### src/rtl/regfile_sb_if.sv
// Bus bundle for regfile_sb: read ports, two writeback ports, issue/scoreboard signals.
// The master drives addresses, writes and issue; the slave (register file) returns data and status.
interface regfile_sb_if #(
  parameter int unsigned XLEN = 32,
  parameter int unsigned AW   = 5
);
  logic [AW-1:0]   a1;
  logic [AW-1:0]   a2;
  logic [XLEN-1:0] rd1;
  logic [XLEN-1:0] rd2;
  logic            rdy1;
  logic            rdy2;
  logic            we0;
  logic [AW-1:0]   wa0;
  logic [XLEN-1:0] wd0;
  logic            we1;
  logic [AW-1:0]   wa1;
  logic [XLEN-1:0] wd1;
  logic            iss_en;
  logic [AW-1:0]   iss_rd;
  logic            iss_waw;
  logic [AW:0]     busy_cnt;

  modport master (
    output a1, a2, we0, wa0, wd0, we1, wa1, wd1, iss_en, iss_rd,
    input  rd1, rd2, rdy1, rdy2, iss_waw, busy_cnt
  );

  modport slave (
    input  a1, a2, we0, wa0, wd0, we1, wa1, wd1, iss_en, iss_rd,
    output rd1, rd2, rdy1, rdy2, iss_waw, busy_cnt
  );
endinterface

### src/rtl/regfile_sb.sv
// 2R/2W integer register file with write-to-read bypass and an in-flight-write scoreboard.
// Optional RF_RESET_EN: reset also clears storage (flop-based); otherwise storage is reset-free.
module regfile_sb #(
  parameter int unsigned XLEN  = 32,
  parameter int unsigned NREGS = 32,
  parameter int unsigned AW    = 5
) (
  input  logic        clk,
  input  logic        reset,
  regfile_sb_if.slave bus
);

  logic [XLEN-1:0]  r_rf [NREGS];
  logic [NREGS-1:0] r_busy;
  logic [AW:0]      r_busy_cnt;

  logic             w_wr0;
  logic             w_wr1;
  logic             w_iss;
  logic [NREGS-1:0] w_busy_next;
  logic             w_inc;
  logic             w_dec0;
  logic             w_dec1;
  logic             w_hit1;
  logic             w_hit2;
  logic             w_hit_iss;

  // Effective writes: x0 is discarded; port 1 is dropped when port 0 targets the same register
  assign w_wr0 = bus.we0 && (bus.wa0 != '0);
  assign w_wr1 = bus.we1 && (bus.wa1 != '0) && !(w_wr0 && (bus.wa1 == bus.wa0));
  assign w_iss = bus.iss_en && (bus.iss_rd != '0);

`ifdef RF_RESET_EN
  always_ff @(posedge clk or posedge reset) begin
    if (reset) begin
      for (int unsigned i = 1; i < NREGS; i++) begin
        r_rf[i] <= '0;
      end
    end else begin
      if (w_wr0) r_rf[bus.wa0] <= bus.wd0;
      if (w_wr1) r_rf[bus.wa1] <= bus.wd1;
    end
  end
`else
  always_ff @(posedge clk) begin
    if (!reset) begin
      if (w_wr0) r_rf[bus.wa0] <= bus.wd0;
      if (w_wr1) r_rf[bus.wa1] <= bus.wd1;
    end
  end
`endif

  function automatic logic [XLEN-1:0] f_read(
    input logic [AW-1:0]   addr,
    input logic            we0,
    input logic [AW-1:0]   wa0,
    input logic [XLEN-1:0] wd0,
    input logic            we1,
    input logic [AW-1:0]   wa1,
    input logic [XLEN-1:0] wd1,
    input logic [XLEN-1:0] stored
  );
    logic [XLEN-1:0] v;
    if (addr == '0)                  v = '0;
    else if (we0 && (wa0 == addr))   v = wd0;
    else if (we1 && (wa1 == addr))   v = wd1;
    else                             v = stored;
    return v;
  endfunction

  assign bus.rd1 = f_read(bus.a1, bus.we0, bus.wa0, bus.wd0, bus.we1, bus.wa1, bus.wd1, r_rf[bus.a1]);
  assign bus.rd2 = f_read(bus.a2, bus.we0, bus.wa0, bus.wd0, bus.we1, bus.wa1, bus.wd1, r_rf[bus.a2]);

  assign w_hit1    = (bus.we0 && (bus.wa0 == bus.a1))     || (bus.we1 && (bus.wa1 == bus.a1));
  assign w_hit2    = (bus.we0 && (bus.wa0 == bus.a2))     || (bus.we1 && (bus.wa1 == bus.a2));
  assign w_hit_iss = (bus.we0 && (bus.wa0 == bus.iss_rd)) || (bus.we1 && (bus.wa1 == bus.iss_rd));

  assign bus.rdy1    = (bus.a1 == '0) || !r_busy[bus.a1] || w_hit1;
  assign bus.rdy2    = (bus.a2 == '0) || !r_busy[bus.a2] || w_hit2;
  assign bus.iss_waw = w_iss && r_busy[bus.iss_rd] && !w_hit_iss;

  // Issue sets after writeback clears, so a younger producer keeps the register busy
  always_comb begin
    w_busy_next = '0;
    for (int unsigned r = 1; r < NREGS; r++) begin
      w_busy_next[r] = (w_iss && (bus.iss_rd == AW'(r))) ||
                       (r_busy[r] && !((w_wr0 && (bus.wa0 == AW'(r))) ||
                                       (w_wr1 && (bus.wa1 == AW'(r)))));
    end
  end

  // Count transitions only: a set on a busy register or a clear on an idle one is a no-op
  assign w_inc  = w_iss && !r_busy[bus.iss_rd];
  assign w_dec0 = w_wr0 && r_busy[bus.wa0] && !(w_iss && (bus.iss_rd == bus.wa0));
  assign w_dec1 = w_wr1 && r_busy[bus.wa1] && !(w_iss && (bus.iss_rd == bus.wa1));

  always_ff @(posedge clk or posedge reset) begin
    if (reset) begin
      r_busy     <= '0;
      r_busy_cnt <= '0;
    end else begin
      r_busy     <= w_busy_next;
      r_busy_cnt <= r_busy_cnt + (AW+1)'(w_inc) - (AW+1)'(w_dec0) - (AW+1)'(w_dec1);
    end
  end

  assign bus.busy_cnt = r_busy_cnt;

endmodule

### src/flat_wrapper.sv
// flat-port wrapper written by rule: the top's interface ports become plain ports
module regfile_sb_flat 
#(
  parameter int unsigned XLEN  = 32,
  parameter int unsigned NREGS = 32,
  parameter int unsigned AW    = 5
)
  (clk, reset, bus_a1, bus_a2, bus_we0, bus_wa0, bus_wd0, bus_we1, bus_wa1, bus_wd1, bus_iss_en, bus_iss_rd, bus_rd1, bus_rd2, bus_rdy1, bus_rdy2, bus_iss_waw, bus_busy_cnt);
  regfile_sb_if #(.XLEN(XLEN), .AW(AW)) bus_i ();
  input  logic clk;
  input  logic reset;
  input wire logic [$bits(bus_i.a1)-1:0] bus_a1;
  input wire logic [$bits(bus_i.a2)-1:0] bus_a2;
  input wire logic [$bits(bus_i.we0)-1:0] bus_we0;
  input wire logic [$bits(bus_i.wa0)-1:0] bus_wa0;
  input wire logic [$bits(bus_i.wd0)-1:0] bus_wd0;
  input wire logic [$bits(bus_i.we1)-1:0] bus_we1;
  input wire logic [$bits(bus_i.wa1)-1:0] bus_wa1;
  input wire logic [$bits(bus_i.wd1)-1:0] bus_wd1;
  input wire logic [$bits(bus_i.iss_en)-1:0] bus_iss_en;
  input wire logic [$bits(bus_i.iss_rd)-1:0] bus_iss_rd;
  output wire logic [$bits(bus_i.rd1)-1:0] bus_rd1;
  output wire logic [$bits(bus_i.rd2)-1:0] bus_rd2;
  output wire logic [$bits(bus_i.rdy1)-1:0] bus_rdy1;
  output wire logic [$bits(bus_i.rdy2)-1:0] bus_rdy2;
  output wire logic [$bits(bus_i.iss_waw)-1:0] bus_iss_waw;
  output wire logic [$bits(bus_i.busy_cnt)-1:0] bus_busy_cnt;
  assign bus_i.a1 = bus_a1;
  assign bus_i.a2 = bus_a2;
  assign bus_i.we0 = bus_we0;
  assign bus_i.wa0 = bus_wa0;
  assign bus_i.wd0 = bus_wd0;
  assign bus_i.we1 = bus_we1;
  assign bus_i.wa1 = bus_wa1;
  assign bus_i.wd1 = bus_wd1;
  assign bus_i.iss_en = bus_iss_en;
  assign bus_i.iss_rd = bus_iss_rd;
  assign bus_rd1 = bus_i.rd1;
  assign bus_rd2 = bus_i.rd2;
  assign bus_rdy1 = bus_i.rdy1;
  assign bus_rdy2 = bus_i.rdy2;
  assign bus_iss_waw = bus_i.iss_waw;
  assign bus_busy_cnt = bus_i.busy_cnt;
  regfile_sb #(.XLEN(XLEN), .NREGS(NREGS), .AW(AW)) u_core (.clk(clk), .reset(reset), .bus(bus_i));
endmodule
### config.mk
export PLATFORM = sky130hd
export DESIGN_NAME = regfile_sb_flat
export DESIGN_NICKNAME = d
export VERILOG_FILES = /design/src/rtl/regfile_sb_if.sv /design/src/rtl/regfile_sb.sv /design/src/flat_wrapper.sv
export SDC_FILE = /design/constraint.sdc
export NUM_CORES = 2
export LEC_CHECK = 0
export CORE_UTILIZATION = 40
export CTS_BUF_LIST = sky130_fd_sc_hd__clkbuf_8
export CTS_CLUSTER_DIAMETER = 200
export DETAILED_ROUTE_END_ITERATION = 12
export MAX_ROUTING_LAYER = met4
export PLACE_DENSITY_LB_ADDON = 0.12
export SYNTH_ARGS = -nofsm -noshare
export SYNTH_HDL_FRONTEND = slang
export SYNTH_SLANG_ARGS = --single-unit
### constraint.sdc
create_clock -name clk -period 5.2 [get_ports clk]
set_clock_uncertainty 0.15 [all_clocks]
set_input_delay 1.04 -clock clk [delete_from_list [all_inputs] [get_ports clk]]
set_output_delay 1.04 -clock clk [all_outputs]
set_load 0.02 [all_outputs]
# Yosys cells after proc, flatten, opt, wreduce, memory -nomap -nowiden
# Memories as Yosys holds them, arrays and structs flattened.
# Cells that the tools add are included.
word_totals:
  out_inout_bits: 73
  in_bits: 94
  register_bits: 37
  word_cells: 391
  mem_count: 1
  ram_bits: 1024
memory_table:
  columns: ["name", "words", "width", "read_ports", "rd_ports_with_merged_regs", "wr", "line", "rtl"]
  rows:
  - ["u_core.r_rf", 32, 32, 2, 0, 2, "regfile_sb.sv:13", "logic [XLEN-1:0] r_rf [NREGS];"]
classes:
  n_lt_le_gt_ge: 5
  muxes: 22
  n_eq_ne: 102
  n_reduce_logical: 256
  add_sub_neg: 3
op_table:
  columns: ["op", "count"]
  rows:
  - ["5-bit == test (second input constant)", 48]
  - ["32-bit 2-to-1 mux", 6]
  - ["1-bit logical AND", 144]
  - ["5-bit by 4-bit == test with 1-bit output (second input constant)", 24]
  - ["1-bit logical OR", 69]
  - ["5-bit by 3-bit == test with 1-bit output (second input constant)", 12]
  - ["5-bit == test", 9]
  - ["1-bit logical NOT", 38]
  - ["5-bit by 2-bit == test with 1-bit output (second input constant)", 6]
  - ["5-bit by 6-bit < comparator with 1-bit output (second input constant)", 5]
  - ["1-bit binary-select mux with 5-bit select", 5]
  - ["5-bit by 1-bit == test with 1-bit output (second input constant)", 3]
  - ["5-bit nonzero test", 3]
  - ["6-bit by 1-bit subtractor with 6-bit output", 2]
  - ["1-bit 2-to-1 mux", 11]
  - ["5-bit logical NOT", 2]
  - ["6-bit by 1-bit adder with 6-bit output", 1]

# Logic depth before layout (Yosys ltp)
logic_depth:
  depth_word: 10
  ltp_mapped: 18
  ltp_nobuf: 15

# Worst setup path after synthesis
# Ideal clock, no wire load.
synth_timing:
  kind: "input port to flip-flop"
  startpoint: "input bus_wa0[0]"
  endpoint: "memory u_core.r_rf[5][0], enable pin"
  t_arrival_ns: 4.766
  setup_ns: 0.466
  path_stages: 6
  slack_ns: -0.182
  path_buffers: 3
  required_time_ns: 4.584
  cell_sequence: "clkbuf_1 -> buf_1 -> clkbuf_1 -> nor2b_1 -> nand2_1 -> o21ai_0"
synth_rtl:
  columns: ["item", "line", "rtl"]
  rows:
  - ["start, declared", "flat_wrapper.sv:15", "input wire logic [$bits(bus_i.wa0)-1:0] bus_wa0;"]
  - ["end, declared", "regfile_sb.sv:13", null]

# Worst setup path after layout
layout_timing:
  startpoint: "input bus_a2[2]"
  endpoint: "output bus_rd2[15]"
layout_via:
  elab_chain_len: 5
  word_cells_on_any_way: 9
  cone_classes: "eq/ne (2); mux (3); reduce/logical (3); memory (1)"
layout_lines:
  columns: ["item", "line", "rtl"]
  rows:
  - ["start, declared", "flat_wrapper.sv:13", "input wire logic [$bits(bus_i.a2)-1:0] bus_a2;"]
  - ["branches (longest 4 deep; another with memory 32 x 32 bit)", null, null]
  - ["32-bit 2-to-1 mux *", "regfile_sb.sv:64", "if (addr == '0) v = '0;"]
  - ["end, declared", "flat_wrapper.sv:23", "output wire logic [$bits(bus_i.rd2)-1:0] bus_rd2;"]
# Mark *: on every way between the ends.

==> results list <==
* Transition at the pin with the smallest max-transition slack: around 1.1 ns
- Result of the run: finished clean
- Dominant cell by count in the synthesized netlist: edfxtp_1
* Proportion of synthesized chip area in sequential cells: 49.0%
* Mean cell area of the mapped netlist: around 15 sq um
* Number of synthesized flops with an enable pin: 1024
* Vias in the first global route: 45949
* Power density of the placed cells: 276 nW/um^2
* Pleak: between 20 and 30 nW
- Warnings from Yosys: 0
* Primary FF master, synth: edfxtp_1
- The worst pin sits at a relative slew slack of 24.5%.
* Number of distinct library cell variants in the gate-level netlist after synthesis: 62
* Largest net degree at the start of global routing: 45
- For the worst flop-to-flop path, the logic depth is 14.
- The first global-routing pass estimated between 300 and 400 mm of wire.
- Final setup violating endpoints: 0
- Measured along the x axis, the die boundary spans 404 um.
- The initial utilization of the core area, before any placement, comes to 40.3%.
- Netlist Area Pre-Place: 64600 sq um
- Clock latency on the worst-skew pair, taken at its later pin, is 0.96 ns.
- The detailed router finished its first iteration with 6203 violations.
- Max-slew violation count: 0
- The critical path is of the in2out type.
* IO Pins: 167
* Area enclosed by the die boundary: approximately 160000 sq um
- Dividing the detail-routed via count by the number of cells gives roughly 6.7.
- The die is about 400 um tall.
- Remaining global-route overflow: 0
* Multi-input combinational cell area: 31400 sq um
* Share of the clock period used by the worst path after layout: 99.6%
- Summed over its instances, the top area cell type makes up 47.6% of the synthesized netlist area.
- Drt total wl: 281 mm
- Longest Clk Path Bufs: 3
- Routed wire per std cell: 40.5 um
* Origin of the critical flop-to-flop path: u_core.r_busy[31]
- Peak VDD IR: 0.000291 V
* Top fanout value on the critical path: 9
- Post-placement worst setup slack: -0.316 ns
- Count of clock tree sinks: about 1100
- Layout cells sized above 1: 46.0%
- The layout has 14133 filler cells.
- Worst path setup slack after routing: about 0.022 ns
* Startpoint type of the worst setup path: input port
- Initial antenna violation count: 5
- For flop-to-flop paths, the worst setup slack is roughly 1.3 ns.
* Overall fraction of global-route tracks in use: a little over a third
- Async SR Flop Fraction: 3.49%
* H-tree levels: 4
- Post-layout util: approximately 48%
* Half-perimeter wire length after placement: 176 mm
* Register bit total from synthesis: 1061
- Synthesized instance count: 4284
- Commonest cells post-synth: edfxtp_1 (1024), mux2_2 (859), clkbuf_1 (450)
- For this design, the CTS-stage hold fixing added 0 buffers.
* Worst setup path startpoint: bus_a2[2]
* Residual DRC count: 0
* Max cap viols: 0
- Net count, final: 4723
- In this run the core area contains 147 standard-cell rows.
* Pre-Repair DR Iteration Count: 6
* Area of all sequential standard cells: 31700 sq um
* Required time of the critical path: between 4 and 5 ns
- Final Hold Viols: 0
- TritonCTS created 194 clock buffers.
- Syn-to-layout area delta: 18.4%
* Achievable clock frequency: about 190 MHz
- The worst setup path is captured at an output port.
- The detailed router placed 46372 vias in this run.
- TritonCTS clock tree: built
- Sorting the synthesized cells by area gives the leading types as edfxtp_1 (48%), mux4_2 (15%), mux2_2 (15%), mux2_1 (5.1%), mux2i_1 (2.6%).
- Detail Route Antenna Nets: 0
- Worst hold path class: reg2reg
* Register clock-pin slew on the reported worst setup and hold paths: 0.06 ns
* Data arrival time at the worst-slack endpoint: 3.99 ns
- Worst hold slack: 0.436 ns
- Setup repair after global routing left no endpoint under its margin.
* Endpoint of the most critical register-to-register path: u_core.bus.busy_cnt[5]
- Final RePlAce weighted congestion: 0.957
- The floorplan step defined a core boundary enclosing approximately 160000 sq um.
- Critical Path End: bus_rd2[15]
- The completed layout was analyzed and its total power is 21.1 mW.
- The routed design could run at a clock period as short as between 5 and 6 ns.
- Cell taking the most area after synthesis: edfxtp_1
- The tree is rooted in a clkbuf_8.
- IO buf count: 166
[registers in the layout, indices dropped and copies added (netlist names)]
name / count
u_core.r_rf: 1024
u_core.r_busy: 31
u_core.bus.busy_cnt: 6
[cells in the final DEF, fill, tap and decap left out, types with 91 or more instances in the layout]
cell and count:
edfxtp_1 1024, mux2_2 859, mux4_2 433, buf_4 429, mux2_1 290, clkbuf_8 197, mux2i_1 171, buf_12 129
clkdlybuf4s50_1 120, nand2_1 107, a221oi_1 91
[worst min-delay path by stage]
stage                      startpoint  cells past startpoint  slack [ns]                endpoint
6_report       u_core.bus.busy_cnt[0]                      1        0.44  u_core.bus.busy_cnt[0]
3_5_place_dp   u_core.bus.busy_cnt[0]                      1        0.42  u_core.bus.busy_cnt[0]
4_1_cts        u_core.bus.busy_cnt[0]                      1        0.44  u_core.bus.busy_cnt[0]
3_3_place_gp   u_core.bus.busy_cnt[0]                      1        0.42  u_core.bus.busy_cnt[0]
5_1_grt        u_core.bus.busy_cnt[0]                      1        0.47  u_core.bus.busy_cnt[0]
2_1_floorplan       u_core.r_busy[16]                      1        0.39       u_core.r_busy[16]
[metal layers]
layer,vias up,share of wire [%],global-route usage [%]
li1,18215,-,-
met1,24643,40,45.3
met2,2851,46,53.1
met3,663,9.6,7.64
met4,0,4.9,15.2
met5,-,0,-
[where the power goes]
group / internal (mW) / total (mW) / switching (mW)
Sequential: 9.60 / 9.86 / 0.257
Clock: 3.56 / 7.43 / 3.87
Combinational: 1.78 / 3.81 / 2.03
[kinds of logic (layout without fill, tap and decap cells)]
logic type      after synthesis  after routing  share of synthesized area [%]
fa+ha+maj                     8              8                          0.178
flops                      1061           1061                           49.0
xor+xnor                     39             39                          0.529
mux                        1753           1753                           37.8
simple gates                366            366                           2.99
other cells                   1             38                        0.00580
buf+inv                     599           1054                           3.60
compound gates              457            457                           5.90
[through the flow]
step                cell area, sq um  cells  setup TNS [ns]
finish                         76500   6936               0
global route                   76500   6933               0
CTS                            76400   6930               0
detailed placement             72900   6584          -0.911
global placement               72900   6584          -0.858
floorplan                      64700   4315          -31.43
[worst max-delay path, stage by stage]
cell and delay, ns:
clkdlybuf4s50_1 0.40, buf_4 0.16, buf_4 0.19, buf_4 0.16, nor2b_4 0.18, buf_4 0.15
buf_4 0.26, a22oi_1 0.15, and3_1 0.20, nor4_1 0.54, a221o_1 0.29, buf_4 0.22
[layout make-up]
| type | instances | share of cell area (%) |
|---|---|---|
| antenna | 6 | 0.0196 |
| clock buffer | 197 | 3.55 |
| clock inverter | 148 | 0.901 |
| inverter | 17 | 0.0834 |
| multi-input combinational | 2655 | 41.1 |
| sequential | 1061 | 41.4 |
| tap | 2160 | 3.53 |
| timing repair buffer | 692 | 9.38 |
[repair_timing]
item / CTS / global route
setup endpoints to repair: 11 / 24
pin swaps: 1 / 1
gates resized for setup: 14 / 13
setup buffers: 1 / 0
hold endpoints to repair: 0 / 0
No activity file was read; power rests on OpenSTA's default activity.
